[src/rtl/alarm_ctrl.sv]
// alarm_ctrl - alarm setting / ringing sequencer for the alarm clock.
//
// Ports
//   clk            system clock, rising edge
//   CLR_n          asynchronous reset, active-high (despite the name)
//   tick_1hz       one-clk pulse per second
//   key_mode       debounced pulse: step through the setting modes
//   key_adj        debounced pulse: increment selected field / snooze while ringing
//   key_stop       debounced pulse: silence the alarm
//   alarm_en       level, alarm armed when 1
//   cur_time       BCD {hh_t,hh_o,mm_t,mm_o,ss_t,ss_o}
//   alarm_time     BCD {hh_t,hh_o,mm_t,mm_o}
//   isSettingAlarm registered, 1 in SET_HOUR / SET_MIN
//   hour_setting   registered one-clk increment pulse to the alarm hour counter
//   minute_setting registered one-clk increment pulse to the alarm minute counter
//   buzzer         registered beep drive, toggles once per second while ringing
//   ringing        registered, 1 in RING
//   state          current FSM encoding
//
// Build option
//   ALARM_SNOOZE_EN  adds the SNOOZE state (300 s snooze, at most 3 per alarm).
//
// state    | meaning
// ---------+---------------------------------------------------------
// IDLE     | waiting for a key_mode press or an alarm time match
// SET_HOUR | key_adj bumps the alarm hour
// SET_MIN  | key_adj bumps the alarm minute
// RING     | buzzer active, auto-stop after 60 s
// SNOOZE   | silent 300 s countdown, then back to RING

module alarm_ctrl (
  input  logic        clk,
  input  logic        CLR_n,
  input  logic        tick_1hz,
  input  logic        key_mode,
  input  logic        key_adj,
  input  logic        key_stop,
  input  logic        alarm_en,
  input  logic [23:0] cur_time,
  input  logic [15:0] alarm_time,
  output logic        isSettingAlarm,
  output logic        hour_setting,
  output logic        minute_setting,
  output logic        buzzer,
  output logic        ringing,
  output logic [2:0]  state
);

  typedef enum logic [2:0] {
    S_IDLE     = 3'd0,
    S_SET_HOUR = 3'd1,
    S_SET_MIN  = 3'd2,
    S_RING     = 3'd3,
    S_SNOOZE   = 3'd4
  } state_t;

  state_t     st_q, st_d;
  logic [5:0] ring_cnt_q, ring_cnt_d;
  logic       buzzer_d, hour_d, minute_d;
  logic       alarm_match;

`ifdef ALARM_SNOOZE_EN
  logic [8:0] snz_tmr_q, snz_tmr_d;
  logic [1:0] snz_cnt_q, snz_cnt_d;
`endif

  // Match only on the tick that starts second 00 of the alarm minute.
  assign alarm_match = alarm_en & tick_1hz &
                       (cur_time[23:8] == alarm_time) &
                       (cur_time[7:0] == 8'h00);

  assign state = st_q;

  always_comb begin
    st_d       = st_q;
    ring_cnt_d = ring_cnt_q;
    buzzer_d   = 1'b0;
    hour_d     = 1'b0;
    minute_d   = 1'b0;
`ifdef ALARM_SNOOZE_EN
    snz_tmr_d  = snz_tmr_q;
    snz_cnt_d  = snz_cnt_q;
`endif
    case (st_q)
      S_IDLE: begin
        // key_mode wins over a coincident match; that match is lost.
        if (key_mode) begin
          st_d = S_SET_HOUR;
        end else if (alarm_match) begin
          st_d       = S_RING;
          ring_cnt_d = 6'd0;
          buzzer_d   = 1'b1;
        end
      end
      S_SET_HOUR: begin
        if (key_mode)     st_d   = S_SET_MIN;
        else if (key_adj) hour_d = 1'b1;
      end
      S_SET_MIN: begin
        if (key_mode)     st_d     = S_IDLE;
        else if (key_adj) minute_d = 1'b1;
      end
      S_RING: begin
        buzzer_d = buzzer;
        if (!alarm_en || key_stop) begin
          st_d     = S_IDLE;
          buzzer_d = 1'b0;
        end
`ifdef ALARM_SNOOZE_EN
        else if (key_adj && (snz_cnt_q != 2'd3)) begin
          st_d      = S_SNOOZE;
          buzzer_d  = 1'b0;
          snz_tmr_d = 9'd300;
          snz_cnt_d = snz_cnt_q + 2'd1;
        end
`endif
        else if (tick_1hz) begin
          // Counter holds 59 after 59 ticks, so this is the 60th second.
          if (ring_cnt_q == 6'd59) begin
            st_d     = S_IDLE;
            buzzer_d = 1'b0;
          end else begin
            ring_cnt_d = ring_cnt_q + 6'd1;
            buzzer_d   = ~buzzer;
          end
        end
      end
`ifdef ALARM_SNOOZE_EN
      S_SNOOZE: begin
        if (!alarm_en || key_stop) begin
          st_d = S_IDLE;
        end else if (tick_1hz) begin
          if (snz_tmr_q <= 9'd1) begin
            st_d       = S_RING;
            snz_tmr_d  = 9'd0;
            ring_cnt_d = 6'd0;
            buzzer_d   = 1'b1;
          end else begin
            snz_tmr_d = snz_tmr_q - 9'd1;
          end
        end
      end
`endif
      default: st_d = S_IDLE;
    endcase
`ifdef ALARM_SNOOZE_EN
    if (st_d == S_IDLE) snz_cnt_d = 2'd0;
`endif
  end

  always_ff @(posedge clk or posedge CLR_n) begin
    if (CLR_n) begin
      st_q           <= S_IDLE;
      ring_cnt_q     <= 6'd0;
      buzzer         <= 1'b0;
      hour_setting   <= 1'b0;
      minute_setting <= 1'b0;
      isSettingAlarm <= 1'b0;
      ringing        <= 1'b0;
    end else begin
      st_q           <= st_d;
      ring_cnt_q     <= ring_cnt_d;
      buzzer         <= buzzer_d;
      hour_setting   <= hour_d;
      minute_setting <= minute_d;
      isSettingAlarm <= (st_d == S_SET_HOUR) || (st_d == S_SET_MIN);
      ringing        <= (st_d == S_RING);
    end
  end

`ifdef ALARM_SNOOZE_EN
  always_ff @(posedge clk or posedge CLR_n) begin
    if (CLR_n) begin
      snz_tmr_q <= 9'd0;
      snz_cnt_q <= 2'd0;
    end else begin
      snz_tmr_q <= snz_tmr_d;
      snz_cnt_q <= snz_cnt_d;
    end
  end
`endif

endmodule

[config.mk]
export PLATFORM = sky130hd
export DESIGN_NAME = alarm_ctrl
export DESIGN_NICKNAME = d
export VERILOG_FILES = /design/src/rtl/alarm_ctrl.sv
export SDC_FILE = /design/constraint.sdc
export NUM_CORES = 1
export LEC_CHECK = 0
export ABC_AREA = 1
export BUFFER_PORTS_ARGS = -buffer_cell sky130_fd_sc_hd__buf_2
export CORE_MARGIN = 2
export CORE_UTILIZATION = 49
export DETAILED_ROUTE_END_ITERATION = 8
export GPL_ROUTABILITY_DRIVEN = 0
export GPL_TIMING_DRIVEN = 0
export MAX_ROUTING_LAYER = met4
export PLACE_DENSITY_LB_ADDON = 0.25
export SLEW_MARGIN = 20
export SYNTH_ARGS = -nofsm -noshare
export SYNTH_HDL_FRONTEND = slang
export SYNTH_SLANG_ARGS = --single-unit
[constraint.sdc]
create_clock -name clk -period 4.5 [get_ports clk]
set_input_delay 0.9 -clock clk [delete_from_list [all_inputs] [get_ports clk]]
set_output_delay 0.9 -clock clk [all_outputs]
set_load 0.02 [all_outputs]
==> results.py <==
metrics = {
    "grt": {
        "antenna_found_initial": 0,
        "grt_max_degree": 15,
        "gr-total-overflow": 0,
        "grt_pass1_vias": 1140,
        "grt_pass1_wl_mm": 4.20,
        "grt_use_total_pct": 20.8,
    },
    "sta": {
        "relSlewSlack_pct": 64.1,
        "setup_viol": 0,
        "fin_crit_sh_pct": 40.6,
        "drv_slew": 0,
        "hold_ws_ns": 0.517,
        "hold_viol_final": 0,
        "tns_ns": 0,
        "finClkSkew_ns": 0.00438,
        "worst_pin_slew_ns": 0.538,
        "max_freq_mhz": 548,
        "grt_setup_unrepaired": "no",
        "min_period_ns": 1.83,
    },
    "route": {
        "ant_nets": 0,
        "finalWirelength_mm": 2.29,
        "drtPass1Iterations": 4,
        "avgRoutedWirePerCell_um": 8.16,
        "via_count": 1242,
        "drc": 0,
        "initialDrtViolationCount": 2,
        "avgViaCountPerCell": 4.42,
    },
    "clocking": {
        "cts_tree": "yes",
        "clk_transition_reported_paths_ns": 0.09,
        "h-tree-depth": 1,
        "cts_hold_buf": 0,
        "clkSinkCount": 14,
        "cts_resized": 0,
        "clk_latency_ns": 0.28,
        "clock-root-buffer": "clkbuf_4",
        "cts_max_path_buffers": 2,
        "cts_buffers": 3,
        "cts_setup_buffers": 0,
    },
    "worst_setup_path": {
        "startpoint_type": "input pin",
        "crit_path_end_kind": "flop",
        "regToRegSetupSlack_ns": 2.85,
        "crit_fanout": 9,
        "required_ns": 4.67,
        "r2r_start": "state[2]",
        "critPathKind": "input pin to flop",
        "cp.arrival_ns": 2.00,
        "timing.rr.end": "ring_cnt_q[4]",
        "r2r_cells": 10,
    },
    "synthesis": {
        "synth_compound_area_share_pct": 2.07,
        "yosysTopAreaCellShare_pct": 30.5,
        "synth_cells": 195,
        "ys_top_cells_by_area": "dfrtp_1 (31%), nand2_1 (22%), inv_1 (14%)",
        "synthMuxAreaShare_pct": 0,
        "synth_area_per_cell_um2": 5.89,
        "synth.distinct_cells": 21,
        "ys_ff_latch": 14,
        "synth_top_family_by_area": "simple AND/OR/NAND/NOR gates",
        "seq_area_frac_synth_pct": 30.5,
        "yosysTopAreaCell": "dfrtp_1",
        "synth_simple_gate_area_share_pct": 46.9,
        "synth-adder-area-share_pct": 1.09,
        "netlist_area_um2": 1150,
        "synth_nets": 243,
        "synth_xor_area_share_pct": 3.05,
        "yosys_warnings": 0,
    },
    "power": {
        "p_per_area_nw_per_um2": 248,
        "total_power_mw": 0.370,
        "irDropWorstVdd_v": 0.000296,
        "leakage_nw": 0.990,
    },
    "layout": {
        "fin_nets": 302,
        "layout_common_cells": "nand2_1 (67), buf_2 (54), inv_1 (43)",
        "syn2layout_area_growth_pct": 29.7,
        "layout_commonest_cell": "nand2_1",
        "drive_above_1_share_pct": 30.8,
        "num_antenna_cells": 0,
        "fillCellCount": 212,
        "utilization_pct": 67.4,
    },
    "min_path": {
        "hold_class": "flop to flop",
        "hold_depth": 2,
        "hold_start": "buzzer",
        "min_to": "buzzer",
    },
    "floorplan": {
        "start_util_pct": 51.9,
        "dieArea_um2": 2750,
        "row_count": 17,
        "die_y_um": 52.4,
        "fp.dieW_um": 52.4,
        "core_um2": 2210,
        "io_pins": 55,
    },
    "flow_run": {
        "maxCapViolCount": 0,
    },
    "placed_design": {
        "io_buffers": 54,
        "dp_hpwl_mm": 1.98,
    },
    "run_status": {
        "outcome": "finished clean",
    },
}
[report_power, final]
group          leakage (nW)  internal, mW  switching (mW)
Combinational         0.791        0.0492          0.0685
Clock                0.0210        0.0492          0.0413
Sequential            0.178         0.147          0.0146
[per-stage QoR]
stage	cells	instance area [um2]	setup slack, ns
5_1_grt	281	1490	2.49
2_1_floorplan	195	1150	2.61
4_1_cts	281	1490	2.66
6_report	281	1490	2.67
3_5_place_dp	277	1450	2.35
3_3_place_gp	277	1450	2.35
[routing by layer]
metal / track usage (%) / vias to the layer above / wire length (um)
met3: 5.71 / 2 / 114
met5: - / - / 0
met2: 37.3 / 26 / 1180
li1: - / 685 / -
met1: 23.1 / 529 / 988
met4: 4.27 / 0 / 9
[worst max-delay path: stages]
cell and delay (ns):
buf_2 0.09, nor2_1 0.09, nand2_1 0.07, nor2_2 0.09, nand2_1 0.06, nor2_2 0.12
nand3_2 0.13, nand2_4 0.13, nand2_2 0.10, nor3_1 0.15, nor2_1 0.07
[cell families (layout without fill, tap and decap cells)]
logic type,count (synthesis),after routing
AO/OA/AOI/OAI,4,4
XOR/XNOR,4,4
adder cells (fa/ha/maj),1,1
buffers and inverters,49,107
flip-flops,14,14
other,1,1
AND/OR/NAND/NOR,122,122
[synthesized netlist by cell type]
cell type  count
dfrtp_1       14
nor3_1         2
o211ai_1       1
nor2_2         6
inv_1         43
nand2_2        3
inv_2          6
nand2_4        1
nand3_1        8
o21ai_1        2
conb_1         1
nand4_1        4
nand2_1       67
xnor2_1        4
nor2_4         1
nor2_1        26
ha_1           1
nor3_2         1
nor4_1         1
nand3_2        2
o22ai_1        1
[worst max-delay path by stage]
stage,from,slack [ns],cells past startpoint,endpoint
after global routing,cur_time[7],2.49,11,ring_cnt_q[4]
after global placement,cur_time[3],2.35,11,ring_cnt_q[4]
after detailed placement,cur_time[3],2.35,11,ring_cnt_q[4]
after floorplan,cur_time[3],2.61,10,ring_cnt_q[4]
after CTS,cur_time[3],2.66,11,ring_cnt_q[4]
final,cur_time[3],2.67,11,ring_cnt_q[4]
[flip-flops by register name (all words and copies together) (netlist names)]
name,flops
isSettingAlarm,1
minute_setting,1
state,3
ringing,1
hour_setting,1
ring_cnt_q,6
buzzer,1
[cell type report]
type / instances / area, um2 / area share (%)
Sequential cell: 14 / 350 / 23.5
Clock buffer: 4 / 36.3 / 2.43
Inverter: 49 / 184 / 12.3
Timing Repair Buffer: 54 / 270 / 18.1
Tap cell: 28 / 35.0 / 2.35
Multi-Input combinational cell: 132 / 614 / 41.2
Note: power is estimated with default switching activity, not from simulation.
